<file path="config.mk">
export PLATFORM = sky130hd
export DESIGN_NAME = seq_divider
export DESIGN_NICKNAME = d
export VERILOG_FILES = /design/src/rtl/alu_pkg.sv /design/src/rtl/seq_divider_step.sv /design/src/rtl/seq_divider.sv
export SDC_FILE = /design/constraint.sdc
export NUM_CORES = 1
export LEC_CHECK = 0
export BUFFER_PORTS_ARGS = -buffer_cell sky130_fd_sc_hd__buf_2
export CAP_MARGIN = 0
export CORE_MARGIN = 2
export CORE_UTILIZATION = 45
export CTS_CLUSTER_SIZE = 24
export DETAILED_ROUTE_END_ITERATION = 8
export GPL_TIMING_DRIVEN = 0
export PLACE_DENSITY = 0.63
export SYNTH_ARGS = -nofsm -noshare
export SYNTH_HDL_FRONTEND = slang
export SYNTH_SLANG_ARGS = --single-unit
</file>
<file path="constraint.sdc">
create_clock -name clock -period 5.7 [get_ports clock]
set_input_delay 1.14 -clock clock [delete_from_list [all_inputs] [get_ports clock]]
set_output_delay 1.14 -clock clock [all_outputs]
set_load 0.03 [all_outputs]
</file>
<file path="src/rtl/alu_pkg.sv">
// alu_pkg: ALU opcodes, divider width and divider state encoding
package alu_pkg;
  localparam int DIV_WIDTH = 32;
  localparam logic [4:0] OP_DIV = 5'b01111;
  localparam logic [4:0] OP_MUL = 5'b10000;
  typedef enum logic [1:0] {
    S_IDLE = 2'd0,
    S_RUN  = 2'd1,
    S_FIX  = 2'd2,
    S_DONE = 2'd3
  } div_state_e;
endpackage

</file>
<file path="src/rtl/seq_divider_step.sv">
// seq_divider_step: one restoring-division step on unsigned magnitudes
module seq_divider_step #(
  parameter int W = 32
) (
  input  logic [W:0]   rem_i,
  input  logic         bit_i,
  input  logic [W-1:0] div_i,
  output logic [W:0]   rem_o,
  output logic         q_o
);
  logic [W+1:0] sh;
  logic [W+1:0] diff;
  assign sh    = {rem_i, bit_i};
  assign diff  = sh - {2'b00, div_i};
  assign q_o   = ~diff[W+1];
  assign rem_o = q_o ? diff[W:0] : sh[W:0];
endmodule

</file>
<file path="src/rtl/seq_divider.sv">
// seq_divider: multi-cycle signed divider with start/busy/done handshake
import alu_pkg::*;
module seq_divider #(
  parameter int WIDTH = DIV_WIDTH
) (
  input  logic             clock,
  input  logic             clear,
  input  logic             start,
  input  logic [WIDTH-1:0] dividend,
  input  logic [WIDTH-1:0] divisor,
  output logic             busy,
  output logic             done,
  output logic [WIDTH-1:0] quotient,
  output logic [WIDTH-1:0] remainder,
  output logic             div_by_zero
);
  localparam int CW = $clog2(WIDTH);
  div_state_e state_q, state_d;
  logic [WIDTH:0] rem_q, rem_d, step_rem;
  logic [WIDTH-1:0] quo_q, quo_d, dmag_q, dmag_d, q_q, q_d, r_q, r_d;
  logic [CW-1:0] cnt_q, cnt_d;
  logic qneg_q, qneg_d, rneg_q, rneg_d, dbz_q, dbz_d, step_q, accept;
  // quo_q starts as |dividend| and shifts quotient bits in as dividend bits leave
  seq_divider_step #(.W(WIDTH)) u_step (
    .rem_i(rem_q),
    .bit_i(quo_q[WIDTH-1]),
    .div_i(dmag_q),
    .rem_o(step_rem),
    .q_o  (step_q)
  );
  always_comb begin
    state_d = state_q;
    rem_d   = rem_q;
    quo_d   = quo_q;
    dmag_d  = dmag_q;
    cnt_d   = cnt_q;
    qneg_d  = qneg_q;
    rneg_d  = rneg_q;
    dbz_d   = dbz_q;
    q_d     = q_q;
    r_d     = r_q;
    accept  = start && (state_q == S_IDLE || state_q == S_DONE);
    if (state_q == S_DONE) state_d = S_IDLE;
    if (accept) begin
      quo_d   = dividend[WIDTH-1] ? -dividend : dividend;
      dmag_d  = divisor[WIDTH-1] ? -divisor : divisor;
      qneg_d  = dividend[WIDTH-1] ^ divisor[WIDTH-1];
      rneg_d  = dividend[WIDTH-1];
      cnt_d   = '0;
      rem_d   = '0;
      dbz_d   = (divisor == '0);
      state_d = dbz_d ? S_DONE : S_RUN;
      if (dbz_d) begin
        q_d = '1;
        r_d = dividend;
      end
    end else if (state_q == S_RUN) begin
      rem_d   = step_rem;
      quo_d   = {quo_q[WIDTH-2:0], step_q};
      cnt_d   = cnt_q + CW'(1);
      state_d = (cnt_q == CW'(WIDTH - 1)) ? S_FIX : S_RUN;
    end else if (state_q == S_FIX) begin
      q_d     = qneg_q ? -quo_q : quo_q;
      r_d     = rneg_q ? -rem_q[WIDTH-1:0] : rem_q[WIDTH-1:0];
      state_d = S_DONE;
    end
  end
  always_ff @(posedge clock or negedge clear) begin
    if (!clear) begin
      state_q <= S_IDLE;
      rem_q   <= '0;
      quo_q   <= '0;
      dmag_q  <= '0;
      cnt_q   <= '0;
      qneg_q  <= 1'b0;
      rneg_q  <= 1'b0;
      dbz_q   <= 1'b0;
      q_q     <= '0;
      r_q     <= '0;
    end else begin
      state_q <= state_d;
      rem_q   <= rem_d;
      quo_q   <= quo_d;
      dmag_q  <= dmag_d;
      cnt_q   <= cnt_d;
      qneg_q  <= qneg_d;
      rneg_q  <= rneg_d;
      dbz_q   <= dbz_d;
      q_q     <= q_d;
      r_q     <= r_d;
    end
  end
  assign busy        = (state_q == S_RUN) || (state_q == S_FIX);
  assign done        = (state_q == S_DONE);
  assign quotient    = q_q;
  assign remainder   = r_q;
  assign div_by_zero = dbz_q;
endmodule

</file>
Word-level counts from Yosys, hierarchy flattened
Cells that the tools add are included.
{"block": "totals", "register_bits": 171, "input_bits": 67, "elab_cells": 58}
{"block": "op_classes", "n_addsub": 6, "muxes": 25, "eq_ne": 6, "bitwise_logic": 2, "reduce_logical": 9}
{"operator": "$mux 32", "n": 14}
{"operator": "$neg 32->32", "n": 4}
{"operator": "$mux 33", "n": 3}
{"operator": "$sub 34x32->34", "n": 1}
{"operator": "$logic_not 32->1", "n": 1}
{"operator": "$mux 2", "n": 6}
{"operator": "$mux 5", "n": 2}
{"operator": "$add 5x1->5 const B", "n": 1}
{"operator": "$eq 5x5->1 const B", "n": 1}
{"operator": "$eq 2x2->1 const B", "n": 2}
{"operator": "$reduce_bool 2->1", "n": 2}
{"operator": "$reduce_bool 4->1", "n": 1}
{"operator": "$reduce_and 3->1", "n": 1}
{"operator": "$eq 2x1->1 const B", "n": 1}
{"operator": "$logic_not 2->1", "n": 1}
{"operator": "$logic_or 1x1->1", "n": 2}
{"operator": "$ne 2x1->1 const B", "n": 1}
{"operator": "$ne 2x2->1 const B", "n": 1}
{"operator": "$logic_and 1x1->1", "n": 1}
{"operator": "$not 1->1", "n": 1}
{"operator": "$xor 1x1->1", "n": 1}

Longest topological paths before layout
{"block": "logic_depth", "ltp_word": 5, "mapped_depth": 13}

By module
Synthesis repeated with hierarchy kept, for this count alone.
{"block": "unflattened", "hier_cells": 1376, "area_unflattened_um2": 11928.9}
{"mod": "seq_divider", "cells_per_inst": 1070, "area_per_inst_um2": 9715.6, "instances": 1}
{"mod": "seq_divider_step", "cells_per_inst": 306, "area_per_inst_um2": 2213.4, "instances": 1}

Worst setup path after synthesis
OpenSTA, ideal clock, no wires.
{"block": "synth_path", "path_type": "input-to-reg", "from": "input divisor[6]", "to": "register r_q[31] (netlist: remainder[31])", "required_ns": 5.573, "path_stages": 9, "path_slack_ns": 1.443, "t_arrival_ns": 4.130, "path_buffers": 1, "cell_sequence": "or4_1 -> or4_4 -> or4_4 -> nand2b_4 -> or3_4 -> nor4_4 -> a21o_1 -> buf_4 -> mux2_1"}
{"block": "synth_via", "elab_chain_len": 3}
{"element": "start, declared", "line": "seq_divider.sv:10", "source": "input logic [WIDTH-1:0] divisor,"}
{"element": "$logic_not 32->1", "line": "seq_divider.sv:51", "source": "dbz_d = (divisor == '0);"}
{"element": "$ne 2x1->1 (no source line)"}
{"element": "$reduce_and 3->1 (no source line)"}
{"element": "end signal, assigned", "line": "seq_divider.sv:90", "source": "r_q <= r_d;"}
{"element": "end, declared", "line": "seq_divider.sv:20", "source": "logic [WIDTH-1:0] quo_q, quo_d, dmag_q, dmag_d, q_q, q_d, r_q, r_d;"}
Every way passes these cells.
A chain may end at the register's enable or synchronous reset.

Worst setup path in the final report
{"block": "layout_path", "from": "input divisor[4]", "to": "register r_q[14] (netlist: remainder[14])"}
The elaborated chain is that of the path after synthesis.

==> results summary <==
The number of enable flip-flop cells after synthesis is 0. The DRC marker count from the first detailed-route iteration is 740. The fraction of the mapped netlist area in compound gates was 0.222. The clock transition at the registers of the reported paths is about 0.070 ns. The number of instances resized during post-cts repair came out at 0. The aggregate global routing overflow is 0. The die is 163 um wide. The internal reg-to-reg setup slack came out at ~1.3 ns. The via density per instance is 5.61. The total number of clock tree sinks is around 170. The post-synth net total came out at around 1.5k. After synthesis, the largest family of logic cells by area is compound AO/OA/AOI/OAI gates. Hold repair after CTS inserted 0 buffers. The flow ran to the end, and the final reports show no timing, DRC or antenna violations. The global-route wire length before repair came out at approximately 55 mm. The net count of the finished layout is 1637. After detailed routing, the average wire length per cell comes to roughly 18 um. Of the total synthesized cell area, the portion taken by XOR and XNOR cells is 0.113. The worst hold path belongs to the class reg -> reg. The overall die area came out at 26700 um^2.

The clock tree skew after final layout came out at 0.0110 ns. The slew at the pin closest to its max-slew limit came out at approximately 1.2 ns. The number of standard cells in the layout, taps in and fillers out is 1871. The sequential-to-total area share from yosys stat came out at 0.374. The final routed wirelength across all metal layers is 34.1 mm. By startpoint and endpoint, the worst setup path is classified as in -> reg. Setup repair after global routing left no endpoint under its margin. The total clock buffers created by CTS came out at 17. The worst slew slack as a fraction of its limit is 0.211. The number of vias after detailed routing came out at 10.5k. The weighted congestion reported at the end of routability-driven placement came out at 0.889.

In this run, placement finished with an instance count of 1839. The post-synthesis simple-gate area fraction is 0.170. In this run the static leakage power is between 5 and 6 nW. The number of detailed-route iterations in the first pass came out at 5.

The total of max-cap violations is 0. The length in cells of the worst reg-to-reg path is 12. The top fanout value on the critical path is 10. The area share of fa/ha/maj cells after synthesis is 0.0466. The required arrival time at the worst endpoint is 6.07 ns. The antenna diode count is 0. The total negative slack came out at 0 ns. The number of H-tree branching levels is 4. In this run the post-CTS setup repair buffer count came out at 0. The longest clock path from root to sink contains 2 buffers. In the synthesized netlist the dominant register cell turns out to be sky130_fd_sc_hd__dfrtp_1. The clock latency reported for the late side of the worst-skew pair came out at 0.44 ns. The core box area came out at about 25000 um^2. Each instance of the synthesized netlist takes up on average 8.32 um^2.

The count of boundary I/O pins came out at 134. Measured against the total synthesized area, the mux share comes to 0.0281. The total count of hold-check failures in the final report came to 0. The overall die height is roughly 160 um.

Once detail routing completed, the nets flagged for antenna violations numbered 0. The worst hold path terminates at dmag_q[18]. The cell count of the worst hold path is 2. Synthesis inferred 171 register bits. The number of fill cells in the layout came out at 2466. Setup slack closes at 1.22 ns. For this configuration, the core starts out at a cell density of 0.457. The source of the worst register-to-register timing path is rem_q[7]. Tracing the worst setup path back leads to its startpoint at divisor[4]. TritonCTS built the clock tree. The worst setup path is captured at a flop. The gate count after technology mapping came out at 1375. The share of flip-flops with an asynchronous set or reset is 1.00.

The count of input and output buffers came out at 133. The area added between synthesis and finish is 14.9%. The max-slew violation total from the final report came out at 0. For the finished layout, the period the worst path requires is between 4 and 5 ns.

Static timing analysis puts the maximum clock frequency at between 200 and 250 MHz. The worst-case IR drop observed on VDD is 0.267 mV. The worst register-to-register path ends at rem_q[27]. The number of antenna violations at the first check in global routing came out at 0. The HPWL after detailed placement is 26.5 mm.

In the finished design, the share of the clock period the worst path needs comes to 0.786. The cell at the root of the clock tree is sky130_fd_sc_hd__clkbuf_16. The number of rows created at floorplan is 58. The power density normalized to cell area is 711 nW/um^2. The arrival time reported for the critical path endpoint came out at 4.86 ns.

For this run, the total global-route usage over all layers was measured as 0.262. The number of global-route vias before repair was between 10k and 15k. The mapped netlist covers ~11000 um^2. The number of warnings reported in the yosys synthesis log came out at 0. The number of setup violations in the final report is 0. The maximum number of pins on one net before global-route repair came out at 110.

The detailed-route DRC error count is 0. The setup slack at placement is 0.816 ns. In this run the most critical hold path is launched from dmag_q[18]. In the final layout, the share of cells above drive strength 1 is 0.121.

STA classifies the critical path startpoint as an input pin. After synthesis, the netlist uses 66 different library cells.
==> cell families (layout without fill, tap and decap cells) <==
| family | after synthesis | count (layout) |
|---|---|---|
| flops | 171 | 171 |
| simple gates | 431 | 431 |
| compound gates | 416 | 416 |
| mux | 32 | 32 |
| fa+ha+maj | 42 | 42 |
| buf+inv | 135 | 301 |
| xor+xnor | 148 | 148 |
==> how the worst max path moves through the flow <==
stage	end	slack, ns	depth (start not counted)
after global placement	dmag_q[31]	0.72	1
after global routing	rem_q[27]	1.12	12
after detailed placement	remainder[14]	0.82	11
after floorplan	remainder[31]	1.44	9
after CTS	remainder[31]	1.28	10
final	remainder[14]	1.22	11
==> state kept, by name, summed over array words and instances (netlist names) <==
name,flops
rem_q,33
dmag_q,32
quo_q,32
quotient,32
remainder,32
cnt_q,5
state_q,2
div_by_zero,1
qneg_q,1
rneg_q,1
==> cells in the final DEF (no fill, tap or decap), types with 47 or more instances in the layout <==
cell	instances
sky130_fd_sc_hd__o21ai_0	152
sky130_fd_sc_hd__nor2_1	92
sky130_fd_sc_hd__a21oi_1	94
sky130_fd_sc_hd__clkbuf_1	57
sky130_fd_sc_hd__xor2_1	101
sky130_fd_sc_hd__xnor2_1	47
sky130_fd_sc_hd__nand2_1	217
sky130_fd_sc_hd__buf_2	138
sky130_fd_sc_hd__inv_1	60
sky130_fd_sc_hd__dfrtp_1	171
==> metal layers <==
metal  up-vias  global-route usage  part of all wire
li1       5165                   -                 -
met1      4929               0.342              0.44
met2       340               0.449              0.48
met3        58              0.0348             0.053
met4         0              0.0881             0.026
met5         -                   0                 0
==> through the flow <==
step                instance area [um^2]   util  hold slack (ns)  total power [mW]
floorplan                          11400      -            0.450              6.52
global placement                   12500  0.500            0.455              8.03
detailed placement                 12600  0.501            0.464              8.12
CTS                                13100  0.525            0.482              9.33
global route                       13100  0.525            0.508              10.2
finish                             13100  0.525            0.479              9.34
==> critical path: stages <==
cell	delay [ns]
sky130_fd_sc_hd__buf_2	0.12
sky130_fd_sc_hd__or4_1	0.54
sky130_fd_sc_hd__or4_4	0.54
sky130_fd_sc_hd__or4_4	0.45
sky130_fd_sc_hd__nand2b_4	0.16
sky130_fd_sc_hd__or3_4	0.42
sky130_fd_sc_hd__nor4_4	0.51
sky130_fd_sc_hd__a21o_1	0.29
sky130_fd_sc_hd__buf_2	0.31
sky130_fd_sc_hd__o211ai_1	0.23
sky130_fd_sc_hd__nand2_1	0.12
==> layout make-up <==
cell class | count | area [um^2] | area share
Inverter | 60 | 225 | 0.0171
Clock buffer | 18 | 439 | 0.0334
Clock inverter | 14 | 154 | 0.0117
Timing Repair Buffer | 134 | 703 | 0.0535
Sequential cell | 171 | 4280 | 0.325
Buffer | 75 | 293 | 0.0223
Multi-Input combinational cell | 1069 | 6640 | 0.505
Tap cell | 330 | 413 | 0.0314
==> cells in the mapped netlist, drive strengths merged (15+ instances only) <==
| master | instances | area share |
|---|---|---|
| nand2 | 217 | 0.071 |
| dfrtp | 171 | 0.37 |
| o21ai | 154 | 0.067 |
| xor2 | 101 | 0.077 |
| a21oi | 95 | 0.042 |
| nor2 | 92 | 0.030 |
| inv | 60 | 0.020 |
| clkbuf | 57 | 0.019 |
| xnor2 | 47 | 0.036 |
| ha | 41 | 0.045 |
| o31ai | 35 | 0.023 |
| mux2i | 31 | 0.027 |
| a31oi | 27 | 0.015 |
| or4 | 22 | 0.015 |
| nor3 | 20 | 0.0088 |
| a211oi | 18 | 0.012 |
| buf | 18 | 0.0069 |
| o41ai | 16 | 0.012 |
| or3 | 16 | 0.0092 |
| nand3 | 15 | 0.0066 |
==> where the power goes <==
group	switching [mW]	leakage [nW]	internal, mW	total (mW)
combinational	3.60	3.49	2.11	5.70
clock	0.556	0.279	0.633	1.19
sequential	0.633	2.03	1.82	2.45
No activity file was read; power rests on OpenSTA's default activity.
